==> config.mk <==
export PLATFORM = sky130hd
export DESIGN_NAME = axi_slave_rd_burst
export DESIGN_NICKNAME = d
export VERILOG_FILES = /design/src/rtl/axi_slave_rd_burst.sv
export SDC_FILE = /design/constraint.sdc
export NUM_CORES = 1
export LEC_CHECK = 0
export BUFFER_PORTS_ARGS = -buffer_cell sky130_fd_sc_hd__buf_2
export CORE_UTILIZATION = 54
export DETAILED_ROUTE_END_ITERATION = 10
export GPL_TIMING_DRIVEN = 0
export PLACE_DENSITY = 0.8
export REMOVE_ABC_BUFFERS = 1
export SLEW_MARGIN = 20
export SYNTH_ARGS = -nofsm -noshare
export SYNTH_HDL_FRONTEND = slang
export SYNTH_SLANG_ARGS = --single-unit
export TNS_END_PERCENT = 1
==> constraint.sdc <==
create_clock -name clk -period 3.5 [get_ports clk]
set_input_delay 0.7 -clock clk [delete_from_list [all_inputs] [get_ports clk]]
set_output_delay 0.7 -clock clk [all_outputs]
set_load 0.01 [all_outputs]
==> src/rtl/axi_slave_rd_burst.sv <==
// AXI4 read-burst slave: one outstanding burst, 2-entry return FIFO, one-cycle-latency memory port.
// Optional WRAP addressing is compiled in with `define AXI_SLV_RD_WRAP_EN.
// state | meaning
// IDLE  | arready high, waiting for an AR handshake
// READ  | issuing memory reads and returning beats until the rlast handshake
module axi_slave_rd_burst #(
    parameter int DATA_W = 64,
    parameter int ADDR_W = 30,
    parameter int ID_W   = 4
) (
    input  logic              clk,
    input  logic              rst_n,
    input  logic [ID_W-1:0]   s_axi_arid,
    input  logic [ADDR_W-1:0] s_axi_araddr,
    input  logic [7:0]        s_axi_arlen,
    input  logic [2:0]        s_axi_arsize,
    input  logic [1:0]        s_axi_arburst,
    input  logic              s_axi_arvalid,
    output logic              s_axi_arready,
    output logic [ID_W-1:0]   s_axi_rid,
    output logic [DATA_W-1:0] s_axi_rdata,
    output logic [1:0]        s_axi_rresp,
    output logic              s_axi_rlast,
    output logic              s_axi_rvalid,
    input  logic              s_axi_rready,
    output logic              mem_rd_en,
    output logic [ADDR_W-1:0] mem_rd_addr,
    input  logic [DATA_W-1:0] mem_rd_data,
    output logic              rd_done
);

    localparam logic [2:0] SIZE_MAX    = 3'($clog2(DATA_W / 8));
    localparam logic [1:0] BURST_FIXED = 2'b00;
    localparam logic [1:0] BURST_WRAP  = 2'b10;
    localparam logic [1:0] BURST_RSVD  = 2'b11;
    localparam logic [1:0] RESP_OKAY   = 2'b00;
    localparam logic [1:0] RESP_SLVERR = 2'b10;

    typedef enum logic {IDLE, READ} state_t;
    typedef enum logic [1:0] {MODE_FIXED, MODE_INCR, MODE_WRAP} mode_t;

    state_t            state_q;
    mode_t             mode_q;
    logic              arready_q;
    logic [ID_W-1:0]   id_q;
    logic [ADDR_W-1:0] addr_q;
    logic [ADDR_W-1:0] addr_d;
    logic [ADDR_W-1:0] incr_q;
    logic [ADDR_W-1:0] wrap_mask_q;
    logic              err_q;
    logic [8:0]        issue_left_q;
    logic              inflight_q;
    logic              inflight_last_q;
    logic [DATA_W-1:0] fifo_data_q [2];
    logic              fifo_last_q [2];
    logic              wr_ptr_q;
    logic              rd_ptr_q;
    logic [1:0]        count_q;
    logic              rd_done_q;

    logic              ar_hs;
    logic              pop;
    logic              head_last;
    logic [2:0]        occ;
    logic              size_err;
    logic              wrap_ok;
    logic              ar_err;
    mode_t             ar_mode;
    logic [ADDR_W-1:0] ar_incr;
    logic [ADDR_W-1:0] ar_mask;

    assign ar_hs     = s_axi_arvalid & arready_q;
    assign s_axi_rvalid = (count_q != 2'd0);
    assign pop       = s_axi_rvalid & s_axi_rready;
    assign head_last = fifo_last_q[rd_ptr_q];

    // Occupancy counts the beat in flight from memory so the FIFO can never overflow.
    assign occ       = {1'b0, count_q} + {2'b0, inflight_q} - {2'b0, pop};
    assign mem_rd_en = (state_q == READ) && (issue_left_q != 9'd0) && (occ < 3'd2);

    assign size_err = (s_axi_arsize > SIZE_MAX);
`ifdef AXI_SLV_RD_WRAP_EN
    logic len_pow2;
    assign len_pow2 = (s_axi_arlen == 8'd1) || (s_axi_arlen == 8'd3) ||
                      (s_axi_arlen == 8'd7) || (s_axi_arlen == 8'd15);
    assign wrap_ok  = (s_axi_arburst == BURST_WRAP) && len_pow2;
`else
    assign wrap_ok  = 1'b0;
`endif
    assign ar_err  = size_err || (s_axi_arburst == BURST_RSVD) ||
                     ((s_axi_arburst == BURST_WRAP) && !wrap_ok);
    assign ar_mode = (s_axi_arburst == BURST_FIXED) ? MODE_FIXED :
                     wrap_ok                        ? MODE_WRAP  : MODE_INCR;
    assign ar_incr = {{(ADDR_W-1){1'b0}}, 1'b1} << s_axi_arsize;
    assign ar_mask = ((ADDR_W'(s_axi_arlen) + {{(ADDR_W-1){1'b0}}, 1'b1}) << s_axi_arsize)
                     - {{(ADDR_W-1){1'b0}}, 1'b1};

    always_comb begin
        addr_d = addr_q;
        case (mode_q)
            MODE_INCR: addr_d = addr_q + incr_q;
            MODE_WRAP: addr_d = (addr_q & ~wrap_mask_q) | ((addr_q + incr_q) & wrap_mask_q);
            default:   addr_d = addr_q;
        endcase
    end

    always_ff @(posedge clk or negedge rst_n) begin
        if (!rst_n) begin
            state_q         <= IDLE;
            mode_q          <= MODE_FIXED;
            arready_q       <= 1'b1;
            id_q            <= '0;
            addr_q          <= '0;
            incr_q          <= '0;
            wrap_mask_q     <= '0;
            err_q           <= 1'b0;
            issue_left_q    <= '0;
            inflight_q      <= 1'b0;
            inflight_last_q <= 1'b0;
            fifo_data_q[0]  <= '0;
            fifo_data_q[1]  <= '0;
            fifo_last_q[0]  <= 1'b0;
            fifo_last_q[1]  <= 1'b0;
            wr_ptr_q        <= 1'b0;
            rd_ptr_q        <= 1'b0;
            count_q         <= '0;
            rd_done_q       <= 1'b0;
        end else begin
            rd_done_q <= 1'b0;
            case (state_q)
                IDLE: begin
                    if (ar_hs) begin
                        state_q      <= READ;
                        arready_q    <= 1'b0;
                        id_q         <= s_axi_arid;
                        addr_q       <= s_axi_araddr;
                        incr_q       <= ar_incr;
                        wrap_mask_q  <= ar_mask;
                        mode_q       <= ar_mode;
                        err_q        <= ar_err;
                        issue_left_q <= {1'b0, s_axi_arlen} + 9'd1;
                    end
                end
                READ: begin
                    if (pop && head_last) begin
                        state_q   <= IDLE;
                        arready_q <= 1'b1;
                        rd_done_q <= 1'b1;
                    end
                end
                default: state_q <= IDLE;
            endcase

            if (mem_rd_en) begin
                addr_q       <= addr_d;
                issue_left_q <= issue_left_q - 9'd1;
            end
            inflight_q      <= mem_rd_en;
            inflight_last_q <= mem_rd_en && (issue_left_q == 9'd1);

            if (inflight_q) begin
                fifo_data_q[wr_ptr_q] <= mem_rd_data;
                fifo_last_q[wr_ptr_q] <= inflight_last_q;
                wr_ptr_q              <= ~wr_ptr_q;
            end
            if (pop) begin
                rd_ptr_q <= ~rd_ptr_q;
            end
            count_q <= count_q + {1'b0, inflight_q} - {1'b0, pop};
        end
    end

    assign s_axi_arready = arready_q;
    assign s_axi_rid     = id_q;
    assign s_axi_rdata   = fifo_data_q[rd_ptr_q];
    assign s_axi_rlast   = s_axi_rvalid & head_last;
    assign s_axi_rresp   = err_q ? RESP_SLVERR : RESP_OKAY;
    assign mem_rd_addr   = addr_q;
    assign rd_done       = rd_done_q;

endmodule

==> impl_metrics.toml, run 1 <==
[run_status]
outcome = "finished with violations"
violations = "setup timing"

[clock_tree]
h-tree-depth = 4
clkTransAtPathRegs_ps = 70
cts_buffer_depth = 2
clk_latency_ps = 430
hold_buffers = 0
cts_root_buffer = "clkbuf_16"
cts_buffers = 17
cts_num_sinks = 192
cts_tree = "done"

[detailed_routing]
dr_wl_met2_um = 10000
drc = 0
wl_per_cell_um = 17.1
vias = 6836
wl_met1_um = 9220
routed_via_density = 5.63
routed.top_layer = "met4"
drt_wl_total_um = 20800
dr_wl_met3_um = 1360
dr.pass1.iters = 4
antenna_left = 0
first_iter_violations = 295

[yosys]
yosysWarnings = 0
syn_avg_cell_area_um2 = 12.0
synthCells = 768
seq_area_frac_synth_pct = 51.9
synth_cell_types = 63
ys_seq_elements = 192
netlist_area_um2 = 9250
async_reset_ff_share_pct = 100
synth_top_flop_cell = "dfrtp_1"
synth-edff-count = 0

[placement]
place_worst_setup_slack_ps = -928
dpl-instance-area_um2 = 10700
globalplace.congestion = 0.883
placed_cells = 1174
dp_hpwl_um = 14300
port_buffers = 218

[global_routing]
grt_start_max_net_pins = 86
grt_pass1_wl_um = 34500
overflow = 0
grt_pass1_vias = 6859
grt_usage_pct = 24.6
antenna_found_initial = 1

[critical_path]
worstPathCellList = "inv_2 > nand2_1 > and2_1 > ha_1 > inv_1 > ha_1 > fa_1 > xor2_2 > o2111ai_4 > inv_8 > buf_2"
reg2reg_depth = 15
required_ps = 2800
critPathTopFamily = "adder cells"
max_stage_delay_ps = 430
crit_fanout = 5
r2r_setup_slack_ps = 170
worstSetupEndpoint = "mem_rd_en"
critical_path_class = "reg2out"
cp_num_cells = 11
worstSetupStartpointType = "flop"
cp-startpoint = "count_q[1]"
crit_buf_inv = 4
timing.rr.end = "mem_rd_addr[29]"
crit_top_cell = "ha_1"
crit_arrival_ps = 2810
regToRegStartpoint = "count_q[1]"
slowest_stage = "dfrtp_1"
end_kind = "output port"

[sta]
finalSetupTns_ps = -10.1
finClkSkew_ps = 11.3
final-max-slew-violation-count = 0
tightest_slew_ps = 804
hold_violations = 0
finalCritPeriodShare_pct = 100
setup_ws_ps = -10.1
setup_viol = 1
grt_setup_unrepaired = "yes"
fmax_mhz = 285
relSlewSlack_pct = 46.4
fin_crit_ps = 3510
whs_ps = 135

[power_and_ir_drop]
vdd_drop_max_uv = 340
fin_total_pwr_mw = 5.38
p_leak_nw = 5.78
power.density_nw_per_um2 = 472

[layout]
diodes = 0
final_core_util_pct = 68.5
register_area_um2 = 4810
fin_area_um2 = 11400
multi_input_area_um2 = 4280
instances_no_fill = 1214
nFillCells = 1252
layout_commonest_cell = "buf_2"
mostFrequentLayoutCells = "217 x buf_2, 194 x mux2_2, 190 x dfrtp_1"
area_delta_synth_final_pct = 23.1
nNetsFinal = 1111
drive_above_1_share_pct = 48.1

[floorplanning]
die_x_um = 133
coreArea_um2 = 16600
start_util_pct = 55.6
io_pins = 220
die_area_um2 = 17700
fp.dieH_um = 133
rows = 47

[worst_hold_path]
hold_class = "in2async"

[job]
maxCapViolCount = 0
## layout make-up
type / instances / share of cell area (%)
clock buffer: 18 / 3.77
clock inverter: 14 / 1.30
inverter: 14 / 0.527
multi-input combinational: 522 / 37.6
sequential: 192 / 42.2
tap: 220 / 2.42
timing repair buffer: 233 / 12.2
timing repair inverter: 1 / 0.0549
## cell usage after synthesis, types with 8 or more instances
master    number  share of area (%)
a211oi_1       8               0.65
a21oi_1       19                1.0
a311oi_1      13                1.2
a31oi_1        8               0.54
and3_1         9               0.61
clkbuf_1      31                1.3
dfrtp_1      191                 52
ha_1          13                1.8
inv_1         13               0.53
mux2_2       194                 24
nand2_1       69                2.8
nand3_1       23                1.2
nor2_1        44                1.8
nor3_1         9               0.49
o21ai_0       15               0.81
xor2_1        10               0.95
## worst register-to-register path: cells and delay by family (launching register included)
family                     cells  cell delay, ps
buffers and inverters          6             610
and+or+nand+nor                3             340
DFF                            1             430
AOI/OAI and AO/OA              3             870
adders and majority gates      3             980
## registers in the layout, summed over array words and instances (netlist names), 2 cells and up
register / count
count_q: 2
fifo_data_q: 128
fifo_last_q: 2
incr_q: 8
issue_left_q: 9
mem_rd_addr: 30
s_axi_rid: 4
## timing repair
item,in CTS,in global routing
cloned,2,0
endpoints found under the setup margin,31,5
pin swaps,2,1
gates resized for setup,5,4
buffers inserted,6,0
## report_power, final
| part | internal [mW] | switching, mW | total (mW) |
|---|---|---|---|
| Clock | 1.01 | 0.890 | 1.90 |
| Sequential | 2.28 | 0.0634 | 2.34 |
| Combinational | 0.577 | 0.562 | 1.14 |
## layer usage
metal | up-vias | GRT usage [%]
met5 | - | 0
met4 | 0 | 7.15
met3 | 20 | 4.94
met2 | 242 | 40.5
met1 | 3336 | 33.1
li1 | 3238 | -
## worst min-delay path by stage
stage | start | end | slack (ps) | cells after the start
after detailed placement | err_q | err_q | 460 | 2
after CTS | rst_n | fifo_data_q[34] | 130 | 1
after global placement | err_q | err_q | 450 | 2
after global routing | rst_n | fifo_data_q[65] | 140 | 1
after floorplan | rst_n | count_q[0] | 400 | 0
final | rst_n | fifo_data_q[65] | 140 | 1
## kinds of logic (layout without fill, tap and decap cells)
logic type / count (synthesis) / count (layout) / share of synthesized area, %
AOI/OAI and AO/OA: 103 / 104 / 8.00
xor gates and xnor gates: 14 / 14 / 1.32
adders and majority gates: 15 / 15 / 2.19
buffers and inverters: 55 / 280 / 2.53
DFF: 192 / 192 / 51.9
muxes: 201 / 201 / 24.4
other: 1 / 1 / 0.0405
and+or+nand+nor: 187 / 187 / 9.61
Power figures use the tool's default switching activity.
==> inputs of run 2 (changes only) <==
- CELL_PAD_IN_SITES_DETAIL_PLACEMENT: not set -> 0
- CELL_PAD_IN_SITES_GLOBAL_PLACEMENT: not set -> 1
- CORE_UTILIZATION: 54 -> 43
- PLACE_DENSITY: 0.8 -> not set
- PLACE_DENSITY_LB_ADDON: not set -> 0.1
==> run 2 against run 1 <==
- the flow now finishes without violations
- sequential cell count stayed put
- critical path type unchanged
- sequential share of layout area is 0.18 points lower
- count of clock-buffer cells in the layout stayed put
- final cell count is 4.5% higher
- largest cell class unchanged
==> impl_metrics.toml, run 2 (synthesis gave the netlist of run 1 again) <==
[run_status]
outcome = "completed"

[clock_tree]
cts_num_sinks = 192
h-tree-depth = 4
cts_root_buffer = "clkbuf_16"
clkTransAtPathRegs_ps = 80
hold_buffers = 0
cts_buffer_depth = 2
cts_buffers = 17
cts_tree = "done"
clk_latency_ps = 430

[sta]
grt_setup_unrepaired = "yes"
relSlewSlack_pct = 56.5
finClkSkew_ps = 13.6
finalCritPeriodShare_pct = 96.9
fin_crit_ps = 3390
fmax_mhz = 295
setup_viol = 0
hold_violations = 0
final-max-slew-violation-count = 0
tightest_slew_ps = 653
setup_ws_ps = 109

[detailed_routing]
vias = 6763
dr.pass1.iters = 4
first_iter_violations = 276
drt_wl_total_um = 22000
drc = 0
routed_via_density = 5.33
wl_per_cell_um = 17.3
antenna_left = 0

[critical_path]
reg2reg_depth = 14
timing.rr.end = "mem_rd_addr[14]"
critical_path_class = "reg2out"
required_ps = 2800
crit_fanout = 7
r2r_setup_slack_ps = 240
worstSetupStartpointType = "flop"
crit_arrival_ps = 2690
regToRegStartpoint = "count_q[1]"
end_kind = "output port"

[power_and_ir_drop]
p_leak_nw = 5.75
power.density_nw_per_um2 = 480
fin_total_pwr_mw = 5.50
vdd_drop_max_uv = 495

[layout]
layout_commonest_cell = "buf_2"
drive_above_1_share_pct = 48.2
top_register = "fifo_data_q"
mostFrequentLayoutCells = "217 x buf_2, 194 x mux2_2, 190 x dfrtp_1"
nNetsFinal = 1111
area_delta_synth_final_pct = 23.6
diodes = 0
largest_reg_flops = 128

[floorplanning]
die_x_um = 149
die_area_um2 = 22100
io_pins = 220
fp.dieH_um = 149
coreArea_um2 = 21100
start_util_pct = 43.9
rows = 53

[placement]
port_buffers = 218
globalplace.congestion = 0.762
place_worst_setup_slack_ps = -1140
dp_hpwl_um = 14700

[global_routing]
grt_pass1_wl_um = 35400
overflow = 0
grt_start_max_net_pins = 97
busiest_layer = "met2"
antenna_found_initial = 0
grt_usage_pct = 20.5
grt.met2_usage_pct = 33.9
met3_usage_pct = 4.02
grt_pass1_vias = 6697
grt_util_met1_pct = 27.6

[job]
maxCapViolCount = 0

[worst_hold_path]
hold_class = "in2async"
## run 2: report_power, final
| part | internal [mW] | switching (mW) |
|---|---|---|
| combinational | 0.598 | 0.576 |
| sequential | 2.28 | 0.0665 |
| clock | 1.03 | 0.950 |
| total | 3.90 | 1.59 |
## run 2: worst max path at each step
stage            startpoint               end  slack (ps)  depth (start not counted)
2_1_floorplan      wr_ptr_q  fifo_data_q[100]        -380                          2
3_3_place_gp     inflight_q   fifo_data_q[90]       -2380                          2
3_5_place_dp   s_axi_rready   mem_rd_addr[20]       -1140                         13
4_1_cts          count_q[1]         mem_rd_en          60                         11
5_1_grt          count_q[1]         mem_rd_en         -50                         11
6_report         count_q[1]         mem_rd_en         110                         11
## run 2: through the flow
step | cell area, µm² | hold WS [ps] | instances | TNS, ps | utilization, %
detailed placement | 10700 | 453 | 1228 | -21880 | 50.9
CTS | 11400 | 137 | 1269 | 0 | 54.2
global placement | 10500 | 455 | 1220 | -503920 | 49.8
finish | 11400 | 141 | 1269 | 0 | 54.3
floorplan | 9070 | 404 | 727 | -24710 | -
global route | 11400 | 139 | 1269 | -52.1 | 54.3
## run 2: critical path: stages (launching register included)
cell       delay [ps]
dfrtp_1           400
inv_2              90
nand2_1            60
and2_1            180
ha_1              280
inv_1              40
ha_1              190
fa_2              390
xor2_4            210
o2111ai_4         170
inv_8             120
buf_2             130
## run 2: layer usage
metal / up-vias / part of all wire, %
li1: 3230 / -
met1: 3347 / 47
met2: 171 / 47
met3: 15 / 4.5
met4: 0 / 0.98
met5: - / 0
## run 2: timing repair
item / 4_1_cts / 5_1_grt
setup buffers: 7 / 0
resized for setup: 8 / 2
hold endpoints to repair: 0 / 0
setup endpoints to repair: 35 / 4
gates cloned: 2 / 0
pin swaps: 2 / 1
## run 2: final cells by class
type	instances	area (µm²)
clock buffer	18	429
clock inverter	14	168
fill	1871	9650
inverter	14	60.1
multi-input combinational	522	4280
sequential	192	4810
tap	275	344
timing repair buffer	233	1340
timing repair inverter	1	6.26
==> inputs of run 3 (changes only) <==
- MAX_ROUTING_LAYER: not set -> met4
==> run 3 against run 2 <==
- final area is the same
- die area is the same
- via count is essentially flat
- combinational power is essentially flat
- critical path depth is the same
- count of clock-buffer cells in the layout is the same
- worst setup slack gained 1.5 ps
- utilization is the same
- clock skew shrank 0.75 ps
- global-route usage grew 0.59 points
- sequential power is essentially flat
==> impl_metrics.toml, run 3 (synthesis gave the netlist of run 1 again) <==
[run_status]
outcome = "completed"

[critical_path]
crit_arrival_ps = 2690
required_ps = 2800
critical_path_class = "reg2out"
cp-startpoint = "count_q[1]"
worstSetupStartpointType = "flop"
end_kind = "output port"
crit_fanout = 7
regToRegStartpoint = "count_q[1]"

[global_routing]
grt_start_max_net_pins = 97
overflow = 0
grt_usage_pct = 21.0
antenna_found_initial = 0
grt_pass1_vias = 6709
grt_pass1_wl_um = 35300

[layout]
diodes = 0
layout_commonest_cell = "buf_2"
mostFrequentLayoutCells = "217 x buf_2, 194 x mux2_2, 190 x dfrtp_1"
nNetsFinal = 1111
area_delta_synth_final_pct = 23.6
fin_area_um2 = 11400
top_register = "fifo_data_q"
nFillCells = 1871
drive_above_1_share_pct = 48.2
largest_reg_flops = 128
instances_no_fill = 1269
final_core_util_pct = 54.3

[placement]
placed_cells = 1228
port_buffers = 218
place_worst_setup_slack_ps = -1140
dpl-instance-area_um2 = 10700
dp_hpwl_um = 14700
globalplace.congestion = 0.772

[detailed_routing]
antenna_left = 0
drt_wl_total_um = 22000
dr.pass1.iters = 5
vias = 6769
first_iter_violations = 301
wl_per_cell_um = 17.3
drc = 0
routed_via_density = 5.33

[clock_tree]
cts_buffers = 17
cts_root_buffer = "clkbuf_16"
cts_num_sinks = 192
cts_tree = "done"
h-tree-depth = 4
cts_buffer_depth = 2
clk_latency_ps = 430
clkTransAtPathRegs_ps = 80

[sta]
setup_ws_ps = 110
final-max-slew-violation-count = 0
grt_setup_unrepaired = "yes"
whs_ps = 143
fin_crit_ps = 3390
finalCritPeriodShare_pct = 96.9
hold_violations = 0
relSlewSlack_pct = 56.4
finalSetupTns_ps = 0
setup_viol = 0
finClkSkew_ps = 12.9
fmax_mhz = 295
tightest_slew_ps = 654

[floorplanning]
io_pins = 220
rows = 53
fp.dieH_um = 149
start_util_pct = 43.9
die_area_um2 = 22100
die_x_um = 149
coreArea_um2 = 21100

[power_and_ir_drop]
p_leak_nw = 5.75
vdd_drop_max_uv = 495
power.density_nw_per_um2 = 480
fin_total_pwr_mw = 5.49

[worst_hold_path]
hold_class = "in2async"

[job]
maxCapViolCount = 0
[run 3: cell counts in the layout (fill, tap and decap cells not counted)]
No cell type changed its count.
[run 3: cell type report]
cell class | count | area [µm²] | area share, %
clock buffer | 18 | 429 | 3.75
clock inverter | 14 | 168 | 1.47
inverter | 14 | 60.1 | 0.525
multi-input combinational | 522 | 4280 | 37.4
sequential | 192 | 4810 | 42.0
tap | 275 | 344 | 3.01
timing repair buffer | 233 | 1340 | 11.7
timing repair inverter | 1 | 6.26 | 0.0547
[run 3: timing repair]
action                     CTS  global route
resized for setup            8             2
setup buffers                7             0
hold buffers                 0             0
setup endpoints to repair   35             4
gates cloned                 2             0
pin swaps                    2             1
[run 3: metal layers]
metal  wire length (µm)  share of wire [%]  GRT usage [%]
met1              10500                 48           27.9
met2              10400                 47           33.7
met3                917                4.2           3.80
met4                213               0.97           4.43
met5                  0                  0              -
[run 3: critical path: stages, from the launching register on]
cell and delay (ps):
dfrtp_1 390, inv_2 90, nand2_1 60, and2_1 180
ha_1 280, inv_1 40, ha_1 190, fa_2 390
xor2_4 210, o2111ai_4 170, inv_8 120, buf_2 130
[run 3: worst paths after layout]
check / to / slack, ps / cells past startpoint
min in group clk: s_axi_rid[3] / 470 / 3
worst max register to register: mem_rd_addr[14] / 240 / 14
max in group asynchronous: fifo_data_q[25] / 2580 / 2
worst min register to register: err_q / 480 / 2
worst min-delay path: fifo_data_q[40] / 140 / 1
worst max-delay path: mem_rd_en / 110 / 11
[run 3: where the power goes]
group          switching [mW]  total (mW)  internal [mW]
logic                   0.575        1.17          0.598
clock network           0.947        1.98           1.03
registers              0.0665        2.34           2.28
total                    1.59        5.49           3.90
